`src/rtl/clos_pkg.sv`:
```
// Shared types and helpers for the Clos ingress priority scheduler.
package clos_pkg;

  // Per-input consecutive-loss counter.
  typedef logic [7:0] starve_cnt_t;

  // Width of an input index; never narrower than one bit.
  function automatic int idx_w(input int n);
    return (n <= 1) ? 1 : $clog2(n);
  endfunction

  // Rotated priority index for middle output m. n is a power of two.
  function automatic int rot_idx(input int m, input int offset, input int n);
    return (m + offset) & (n - 1);
  endfunction

endpackage

```
`src/rtl/clos_resp_tracker.sv`:
```
// Response tracker: delays each expected response by Latency cycles and
// compares it with the returned valids, holding a sticky error flag.
module clos_resp_tracker
  import clos_pkg::*;
#(
  parameter int NumIn   = 2,
  parameter int Latency = 1
) (
  input  logic             clk_i,
  input  logic             rst_ni,
  input  logic [NumIn-1:0] exp_i,
  input  logic [NumIn-1:0] vld_i,
  input  logic             clr_err_i,
  output logic             err_o
);

  logic [NumIn-1:0] exp_p [Latency];
  logic             mismatch;

  assign mismatch = (exp_p[Latency-1] != vld_i);

  // Shift expected responses toward the compare point; reset discards in-flight ones.
  always_ff @(posedge clk_i or negedge rst_ni) begin
    if (!rst_ni) begin
      for (int i = 0; i < Latency; i++) exp_p[i] <= '0;
    end else begin
      exp_p[0] <= exp_i;
      for (int i = 1; i < Latency; i++) exp_p[i] <= exp_p[i-1];
    end
  end

  // Sticky error: a mismatch always wins over a clear in the same cycle.
  always_ff @(posedge clk_i or negedge rst_ni) begin
    if (!rst_ni) begin
      err_o <= 1'b0;
    end else if (mismatch) begin
      err_o <= 1'b1;
    end else if (clr_err_i) begin
      err_o <= 1'b0;
    end
  end

endmodule

```
`src/rtl/clos_ingress_sched.sv`:
```
// Priority scheduler for one Clos ingress node: rotates the per-middle-output
// priority mapping on losses, pins it to a starved input, and tracks responses.
module clos_ingress_sched
  import clos_pkg::*;
#(
  parameter int NumInNode   = 2,
  parameter int ClosM       = 8,
  parameter int MemLatency  = 1,
  parameter bit WriteRespOn = 1'b1,
  parameter int StarveLimit = 15,
  localparam int IdxW       = idx_w(NumInNode)
) (
  input  logic                  clk_i,
  input  logic                  rst_ni,
  input  logic                  en_i,
  input  logic [NumInNode-1:0]  req_i,
  input  logic [NumInNode-1:0]  wen_i,
  input  logic [NumInNode-1:0]  gnt_i,
  input  logic [NumInNode-1:0]  vld_i,
  input  logic                  clr_err_i,
  output logic [ClosM*IdxW-1:0] rr_o,
  output logic [NumInNode-1:0]  starve_o,
  output logic                  err_o
);

  localparam starve_cnt_t     Limit   = starve_cnt_t'(StarveLimit);
  localparam logic [IdxW-1:0] IdxMask = IdxW'(NumInNode - 1);

  logic [IdxW-1:0]      offset_q;
  starve_cnt_t          cnt_q [NumInNode];
  logic [NumInNode-1:0] loss;
  logic [NumInNode-1:0] starve;
  logic [NumInNode-1:0] exp_rsp;
  logic                 pinned;
  logic [IdxW-1:0]      pin_idx;

  // Saturating increment of a loss counter at the starvation limit.
  function automatic starve_cnt_t sat_inc(input starve_cnt_t c);
    return (c < Limit) ? c + 8'd1 : Limit;
  endfunction

  assign loss    = req_i & ~gnt_i;
  assign pinned  = |starve;
  assign exp_rsp = gnt_i & req_i & (~wen_i | {NumInNode{WriteRespOn}});

  // Starvation flags are decoded straight from the registered counters.
  always_comb begin
    starve = '0;
    for (int k = 0; k < NumInNode; k++) starve[k] = (cnt_q[k] == Limit);
  end

  // Lowest-index starved input takes the pin.
  always_comb begin
    pin_idx = '0;
    for (int k = NumInNode - 1; k >= 0; k--) begin
      if (starve[k]) pin_idx = IdxW'(k);
    end
  end

  // Rotation offset advances on any loss, frozen while disabled or pinned.
  always_ff @(posedge clk_i or negedge rst_ni) begin
    if (!rst_ni) begin
      offset_q <= '0;
    end else if (en_i && (|loss) && !pinned) begin
      offset_q <= (offset_q + 1'b1) & IdxMask;
    end
  end

  // Consecutive-loss counters: cleared by a grant or an idle input.
  always_ff @(posedge clk_i or negedge rst_ni) begin
    if (!rst_ni) begin
      for (int k = 0; k < NumInNode; k++) cnt_q[k] <= '0;
    end else if (en_i) begin
      for (int k = 0; k < NumInNode; k++) begin
        if (gnt_i[k] || !req_i[k]) cnt_q[k] <= '0;
        else                       cnt_q[k] <= sat_inc(cnt_q[k]);
      end
    end
  end

  // Priority mapping per middle output: pinned index or rotated index.
  always_comb begin
    rr_o = '0;
    for (int m = 0; m < ClosM; m++) begin
      rr_o[m*IdxW +: IdxW] = pinned ? pin_idx
                                    : IdxW'(rot_idx(m, int'(offset_q), NumInNode));
    end
  end

  assign starve_o = starve;

  clos_resp_tracker #(
    .NumIn   (NumInNode),
    .Latency (MemLatency)
  ) u_tracker (
    .clk_i     (clk_i),
    .rst_ni    (rst_ni),
    .exp_i     (exp_rsp),
    .vld_i     (vld_i),
    .clr_err_i (clr_err_i),
    .err_o     (err_o)
  );

  for (genvar m = 0; m < ClosM; m++) begin : g_rr_range
    a_rr_range: assert property (@(posedge clk_i) disable iff (!rst_ni)
      int'(rr_o[m*IdxW +: IdxW]) < NumInNode);
  end

  // Counters only move while enabled, so a starved input must have been requesting.
  for (genvar k = 0; k < NumInNode; k++) begin : g_starve_req
    a_starve_req: assert property (@(posedge clk_i) disable iff (!rst_ni)
      (starve_o[k] && $past(en_i)) |-> $past(req_i[k]));
  end

endmodule

```
`config.mk`:
```
export PLATFORM = sky130hd
export DESIGN_NAME = clos_ingress_sched
export DESIGN_NICKNAME = d
export VERILOG_FILES = /design/src/rtl/clos_pkg.sv /design/src/rtl/clos_resp_tracker.sv /design/src/rtl/clos_ingress_sched.sv
export SDC_FILE = /design/constraint.sdc
export NUM_CORES = 1
export LEC_CHECK = 0
export CORE_ASPECT_RATIO = 1.5
export CORE_MARGIN = 8
export CORE_UTILIZATION = 50
export DETAILED_ROUTE_END_ITERATION = 10
export PLACE_DENSITY_LB_ADDON = 0.3
export SLEW_MARGIN = 20
export SYNTH_ARGS = -nofsm -noshare
export SYNTH_HDL_FRONTEND = slang
export SYNTH_SLANG_ARGS = --single-unit
export TNS_END_PERCENT = 100
```
`constraint.sdc`:
```
create_clock -name clk_i -period 4.2 [get_ports clk_i]
set_clock_uncertainty 0.05 [all_clocks]
set_input_delay 0.84 -clock clk_i [delete_from_list [all_inputs] [get_ports clk_i]]
set_output_delay 0.84 -clock clk_i [all_outputs]
set_load 0.02 [all_outputs]
```
== Word-level counts from Yosys, hierarchy flattened ==
Index checks and enable logic that the tools add are counted.

* Register bits: 20
* Word-level logic and storage cells: 49

* Eq/ne operators: 3
* Order comparisons: 2
* Multiplexer cells: 16
* Reduce and logical (&&, ||, !) cells: 10
* Add/sub/neg operators: 10
* Bitwise logic cells: 3

{| class="wikitable"
|+ Operator list
! cell !! number
|-
| $mux W8 || 4
|-
| $add A8 B1 Y8 const B || 2
|-
| $eq A8 B4 Y1 const B || 2
|-
| $lt A8 B4 Y1 const B || 2
|-
| $mux W1 || 12
|-
| $add A1 B1 Y1 const A || 7
|-
| $and A2 B2 Y2 || 2
|-
| $reduce_or A2 Y1 || 2
|-
| $logic_not A1 Y1 || 3
|-
| $logic_and A1 B1 Y1 || 2
|-
| $logic_or A1 B1 Y1 || 2
|-
| $ne A2 B2 Y1 || 1
|-
| $not A2 Y2 || 1
|-
| $reduce_bool A2 Y1 || 1
|-
| $add A1 B1 Y1 const B || 1
|}

== Longest topological paths before layout ==
Gate-level depths: netlist of the first run.

* Word-level depth: 5
* Mapped depth: 6
* Mapped depth without buffers: 5

== Cells and area by module ==
Synthesis of the first run repeated with hierarchy kept, for this count alone.

* Cell total of the unflattened synthesis: 95
* Area, all modules: 974.7 um^2

{| class="wikitable"
|+ Modules (own cells, without submodules)
! module !! cells an instance !! times used !! area each (um^2) !! sequential area each (um^2)
|-
| clos_ingress_sched || 88 || 1 || 870.8 || 425.4
|-
| clos_resp_tracker || 7 || 1 || 103.8 || 75.1
|}

== Worst setup path before layout of the first run ==
OpenSTA, ideal clock, no wires.

* Path type: reg2out
* From: register cnt_q[4] in the netlist's numbering
* To: output port rr_o[3]
* Slack: 1,293 ps
* Arrival: 2,017 ps
* Required time: 3,310 ps
* Stages on the path, launching flop included: 6
* Cells stage by stage: dfrtp_1 or4_4 nor2_2 inv_1 a21oi_1 buf_4

* Word-level cells in the longest chain between the ends: 4
* Elaborated cells on any way between the ends: 5

{| class="wikitable"
|+ Ends and longest elaborated chain
! what !! line !! source
|-
| from (decl) || clos_ingress_sched.sv:30 || <nowiki>starve_cnt_t cnt_q [NumInNode];</nowiki>
|-
| from (signal, indexed assignment) || clos_ingress_sched.sv:76 || <nowiki>else cnt_q[k] <= sat_inc(cnt_q[k]);</nowiki>
|-
| $eq A8 B4 Y1 * || clos_ingress_sched.sv:49 || <nowiki>for (int k = 0; k < NumInNode; k++) starve[k] = (cnt_q[k] == Limit);</nowiki>
|-
| via starve_o[1] || clos_ingress_sched.sv:22 || <nowiki>output logic [NumInNode-1:0] starve_o,</nowiki>
|-
| $mux W1 (2 in a row) || clos_ingress_sched.sv:56 || <nowiki>if (starve[k]) pin_idx = IdxW'(k);</nowiki>
|-
| $mux W1 * || clos_ingress_sched.sv:85 || <nowiki>rr_o[m*IdxW +: IdxW] = pinned ? pin_idx</nowiki>
|-
| to (decl) || clos_ingress_sched.sv:21 || <nowiki>output logic [ClosM*IdxW-1:0] rr_o,</nowiki>
|}

Mark *: on every way through the listed nets, which the timed path passes. The rest lies on a longest branch.

== Worst setup path after layout of the first run ==
* From: register cnt_q[4] in the netlist's numbering
* To: output port rr_o[1]

* Word-level cells in the longest chain between the ends: 4
* Elaborated cells on any way between the ends: 5

{| class="wikitable"
|+ Ends and longest elaborated chain
! what !! line
|-
| $eq A8 B4 Y1 * || clos_ingress_sched.sv:49
|-
| $mux W1 (2 in a row) || clos_ingress_sched.sv:56
|-
| $mux W1 * || clos_ingress_sched.sv:85
|}

Mark *: on every way between the ends. The rest lies on a longest branch, timed or not.

==> flow_metrics.py, run 1 <==
metrics = {
    "finish": {
        "final_core_util_pct": 64.6,
        "num-nets-final": 124,
        "finalInstanceArea_um2": 1200,
        "drive_above_1_share_pct": 12.8,
        "area_delta_synth_final_pct": 21.3,
        "antenna_cells": 0,
    },
    "floorplan": {
        "dieHeight_um": 70.4,
        "die_x_um": 52.3,
        "start_util_pct": 53.2,
        "io_pins": 23,
        "core_um2": 1850,
        "rows": 19,
        "dieArea_um2": 3680,
    },
    "global_routing": {
        "grtUsageTotal_pct": 10.8,
        "grt_overflow": 0,
        "grt_start_max_net_pins": 24,
        "antenna_found_initial": 0,
        "grt_pass1_vias": 737,
        "grt_pass1_wl_um": 3130,
    },
    "sta": {
        "holdWs_ns": 0.460,
        "tightest_slew_ns": 0.865,
        "setup-tns-final_ns": 0,
        "finalMaxSlewViolations": 0,
        "finalHoldViolations": 0,
        "fmax_ghz": 0.296,
        "fin_crit_sh_pct": 80.4,
        "max_slew_margin_pct": 42.1,
        "grt_setup_unrepaired": "false",
        "setup_violations": 0,
        "finalCriticalPeriod_ns": 3.38,
    },
    "power_and_ir_drop": {
        "p_per_area_nw_per_um2": 421,
        "leakagePower_nw": 0.554,
        "peakVddDrop_v": 0.000235,
    },
    "yosys": {
        "syn_avg_cell_area_um2": 10.6,
        "synthesis.area_um2": 987,
        "syn_nets": 107,
        "synth_top_cell_area_share_pct": 50.7,
        "synthCells": 93,
        "synth_seq_cells": 20,
        "synth_warnings": 0,
        "seq_area_frac_synth_pct": 50.7,
        "synth_area_leader_cell": "dfrtp_1",
        "synth_cell_type_count": 25,
        "synthTopCellsByArea": "dfrtp_1 51%, nor2b_1 6.3%, buf_4 4.6%",
    },
    "clocking": {
        "ctsRootBufferMaster": "clkbuf_4",
        "post_cts_buffers": 0,
        "hold_buffers": 0,
        "cts_made_buffers": 3,
        "cts_max_level": 1,
        "path_clk_slew_ns": 0.11,
        "clock_path_buffers": 2,
        "cts.sinks": 20,
        "ctsResizeCount": 0,
        "worstSkewPairLatency_ns": 0.30,
        "cts_tree": "yes",
    },
    "worst_setup_path": {
        "cp.required_ns": 3.31,
        "worstPathArrival_ns": 2.49,
        "critPathSlowestCell": "clkdlybuf4s50_1",
        "worstSetupStartpointType": "flip-flop",
        "crit_fanout": 4,
        "endpoint_kind": "output port",
        "path_class": "flip-flop to output port",
        "cp_slowest_stage_delay_ns": 0.67,
        "crit_chain": "or4_4, nor2_2, inv_1, a21oi_1, clkdlybuf4s50_1",
    },
    "placement": {
        "place_hpwl_um": 1440,
        "dpl_cell_area_um2": 1160,
        "gp_congestion": 0.763,
        "port_buffers": 20,
    },
    "routing": {
        "wl_per_cell_um": 14.0,
        "drtIter0Drc": 13,
        "drc": 0,
        "vias": 702,
        "wirelength_um": 1820,
        "drt_pass1_iterations": 4,
        "vias_per_cell": 5.40,
        "drtAntennaViolNets": 0,
    },
    "outcome": {
        "status": "finished, final reports clean",
    },
    "hold_path": {
        "hp-class": "flip-flop to flip-flop",
    },
    "job": {
        "cap_violations": 0,
    },
}
final cells by class:
class	instances	area [um^2]
Inverter	5	18.8
Clock buffer	4	36.3
Fill cell	143	657
Timing Repair Buffer	20	200
Multi-Input combinational cell	60	415
Sequential cell	20	500
Tap cell	21	26.3
metal layers:
layer | global-route usage, % | up-vias | wire (um)
met5 | 0 | - | 0
met4 | 7.23 | 0 | 37
met3 | 2.33 | 4 | 148
met2 | 18.5 | 26 | 927
met1 | 10.9 | 327 | 709
li1 | - | 345 | -
final timing paths:
kind	startpoint	to	slack (ns)	cells past startpoint
min in group asynchronous	rst_ni	offset_q$_DFFE_PN0P_	0.97	1
max in group asynchronous	rst_ni	cnt_q[9]$_DFFE_PN0P_	2.60	1
hold reg to reg	cnt_q[13]$_DFFE_PN0P_	cnt_q[13]$_DFFE_PN0P_	0.46	1
hold / removal	cnt_q[13]$_DFFE_PN0P_	cnt_q[13]$_DFFE_PN0P_	0.46	1
setup reg to reg	cnt_q[14]$_DFFE_PN0P_	cnt_q[9]$_DFFE_PN0P_	2.58	4
setup / recovery	cnt_q[4]$_DFFE_PN0P_	rr_o[1]	0.82	5
flip-flops by register name, summed over array words and instances (netlist names):
name,flops
cnt_q,16
offset_q,1
u_tracker.err_o,1
u_tracker.exp_p,2
kinds of logic after synthesis:
family / after synthesis / synth area share (%)
compound gates: 16 / 9.88
xor+xnor: 3 / 2.66
fa+ha+maj: 2 / 2.53
buf+inv: 13 / 7.22
flops: 20 / 50.7
mux: 4 / 4.56
simple gates: 35 / 22.4
worst max-delay path, delay by kind of cell, from the launching register on:
kind / cells / cell delay (ns)
and+or+nand+nor: 2 / 0.79
buffers and inverters: 2 / 0.73
DFF: 1 / 0.38
AOI/OAI and AO/OA: 1 / 0.28
cells in the mapped netlist:
cell type  number
nor2_1          4
nor3_1          1
and3_1          2
nand2b_1        3
buf_4           6
mux2_2          4
xnor2_1         2
a21oi_1         5
a22oi_1         2
o31ai_1         2
nand2_1         2
buf_1           1
clkbuf_1        1
nand3_1         5
nor2_2          2
ha_1            2
dfrtp_1        20
and2_1          2
xor2_1          1
inv_1           5
nor2b_4         2
nor2b_1        10
o21ai_0         5
or4_4           2
a221oi_1        2
stage by stage:
step / total power [mW] / worst slack [ns] / std cells
detailed placement: 0.402 / 1.13 / 126
finish: 0.505 / 0.823 / 130
global placement: 0.395 / 1.19 / 126
CTS: 0.512 / 0.787 / 130
floorplan: 0.341 / 1.29 / 93
global route: 0.530 / 0.710 / 130
cell usage in the layout, fill, tap and decap left out, drive strengths merged, types with 3 or more instances in the layout:
master         count
a21oi              5
clkbuf             4
clkdlybuf4s50     20
dfrtp             20
inv                5
mux2               4
nand2b             3
nand3              5
nor2               6
nor2b             12
o21ai              5
report_power, final:
part / leakage [nW] / internal, mW / switching, mW
Sequential: 0.268 / 0.203 / 0.00940
Combinational: 0.264 / 0.0876 / 0.0953
Clock: 0.0210 / 0.0529 / 0.0568
Total: 0.554 / 0.343 / 0.161
Power figures use the tool's default switching activity.
==> run 2, diff against run 1 <==
CORE_UTILIZATION = 48   (was 50)
clock period = 3.4 ns   (was 4.2 ns; I/O delays follow)
==> run 2 against run 1 <==
Against the previous run:
- die area up 3.0%
- non-clock buffer count is the same
- wire length down 2.3%
- critical path depth is the same
- first-iteration DRC count decreased by 31%
- final area decreased by 1.0%
- register-to-register slack lost 0.80 ns
- critical path type unchanged
- critical endpoint is now rr_o[7]
- largest cell class unchanged
- highest routed layer unchanged
==> flow_metrics.py, run 2 (synthesis gave the netlist of run 1 again) <==
metrics = {
    "outcome": {
        "status": "finished, final reports clean",
    },
    "global_routing": {
        "grt_overflow": 0,
        "grt_pass1_vias": 710,
        "grt_start_max_net_pins": 24,
        "grtUsageTotal_pct": 9.76,
        "antenna_found_initial": 0,
        "grt_pass1_wl_um": 2940,
    },
    "routing": {
        "wirelength_um": 1780,
        "vias_per_cell": 5.38,
        "vias": 700,
        "drtIter0Drc": 9,
        "drtAntennaViolNets": 0,
        "drt_pass1_iterations": 4,
        "wl_per_cell_um": 13.7,
        "drc": 0,
    },
    "finish": {
        "seqCellArea_um2": 500,
        "num-nets-final": 124,
        "largest_register_ffs": 16,
        "largest_register": "cnt_q",
        "finalInstanceArea_um2": 1180,
        "antenna_cells": 0,
        "area_delta_synth_final_pct": 20.0,
        "top_regs": "cnt_q x16, u_tracker.exp_p x2",
        "nFillCells": 168,
        "final_cell_mix": "20 x dfrtp_1, 20 x clkdlybuf4s50_1, 10 x nor2b_1",
        "drive_above_1_share_pct": 12.0,
        "multiInputGateArea_um2": 415,
    },
    "worst_setup_path": {
        "crit_fanout": 4,
        "r2r_end": "cnt_q[8]$_DFFE_PN0P_",
        "r2r_cells": 4,
        "endpoint_kind": "output port",
        "rr_startpoint": "cnt_q[14]$_DFFE_PN0P_",
        "worstSetupStartpointType": "flip-flop",
        "worstPathArrival_ns": 2.47,
        "cp.required_ns": 2.67,
        "path_class": "flip-flop to output port",
        "r2r_slack_ns": 1.78,
    },
    "clocking": {
        "clock_path_buffers": 2,
        "cts_made_buffers": 3,
        "worstSkewPairLatency_ns": 0.29,
        "cts_tree": "yes",
        "path_clk_slew_ns": 0.10,
        "post_cts_buffers": 0,
        "ctsRootBufferMaster": "clkbuf_4",
        "hold_buffers": 0,
        "ctsResizeCount": 0,
        "cts.sinks": 20,
        "cts_max_level": 1,
    },
    "hold_path": {
        "hold_path_depth": 2,
        "min_from": "u_tracker.exp_p[0]$_DFF_PN0_",
        "hold_end": "u_tracker.err_o$_DFFE_PN0P_",
        "hp-class": "flip-flop to flip-flop",
    },
    "sta": {
        "finalMaxSlewViolations": 0,
        "finalHoldViolations": 0,
        "tightest_slew_ns": 0.886,
        "setup_violations": 0,
        "finalWorstSetupSlack_ns": 0.204,
        "finalCriticalPeriod_ns": 3.20,
        "grt_setup_unrepaired": "false",
        "holdWs_ns": 0.452,
        "setup-tns-final_ns": 0,
        "max_slew_margin_pct": 40.8,
        "fmax_ghz": 0.313,
        "fin_crit_sh_pct": 94.0,
    },
    "power_and_ir_drop": {
        "peakVddDrop_v": 0.000279,
        "leakagePower_nw": 0.547,
        "p_per_area_nw_per_um2": 499,
        "power.total_uw": 592,
    },
    "floorplan": {
        "dieArea_um2": 3790,
        "io_pins": 23,
        "start_util_pct": 49.9,
        "core_um2": 1980,
        "dieHeight_um": 71.5,
        "die_x_um": 53.0,
        "rows": 20,
    },
    "placement": {
        "pre_cts_slack_ns": 0.512,
        "place_hpwl_um": 1370,
        "dpl_cell_area_um2": 1160,
        "gp_congestion": 0.792,
        "port_buffers": 20,
    },
    "job": {
        "cap_violations": 0,
    },
}
run 2: cell count changes in the layout (fill, tap and decap cells not counted), sizes merged:
cell,delta
clkbuf,-1
run 2: how the worst max path moves through the flow:
stage | slack [ns] | from | to
detailed placement | 0.51 | cnt_q[4]$_DFFE_PN0P_ | rr_o[7]
finish | 0.20 | cnt_q[4]$_DFFE_PN0P_ | rr_o[7]
global placement | 0.54 | cnt_q[4]$_DFFE_PN0P_ | rr_o[7]
global route | 0.08 | cnt_q[4]$_DFFE_PN0P_ | rr_o[7]
CTS | 0.17 | cnt_q[4]$_DFFE_PN0P_ | rr_o[7]
floorplan | 0.65 | cnt_q[4]$_DFFE_PN0P_ | rr_o[3]
run 2: critical path, stage by stage (launching register included):
cell and delay, ns:
dfrtp_1 0.38, or4_4 0.58, nor2_2 0.20, inv_1 0.06
a21oi_1 0.28, clkdlybuf4s50_1 0.68
run 2: area by class of cell:
cell class | count | share of cell area (%)
clock buffers | 3 | 1.90
well taps | 22 | 2.32
inverters | 5 | 1.58
multi-input cells | 60 | 35.1
flip-flops and latches | 20 | 42.2
repair buffers | 20 | 16.9
run 2: layer usage:
metal / global-route usage (%) / wire (um)
met1: 10.8 / 746
met2: 16.4 / 866
met3: 3.11 / 141
met4: 3.76 / 25
met5: 0 / 0
run 2: power by group:
group | switching [mW] | internal [mW]
clock network | 0.0648 | 0.0412
registers | 0.0106 | 0.250
logic | 0.117 | 0.108
total | 0.192 | 0.400
run 2: through the flow:
stage / instances / utilization, %
5_1_grt: 130 / 59.9
4_1_cts: 130 / 59.9
2_1_floorplan: 93 / -
6_report: 130 / 59.9
3_5_place_dp: 127 / 58.8
3_3_place_gp: 127 / 58.8
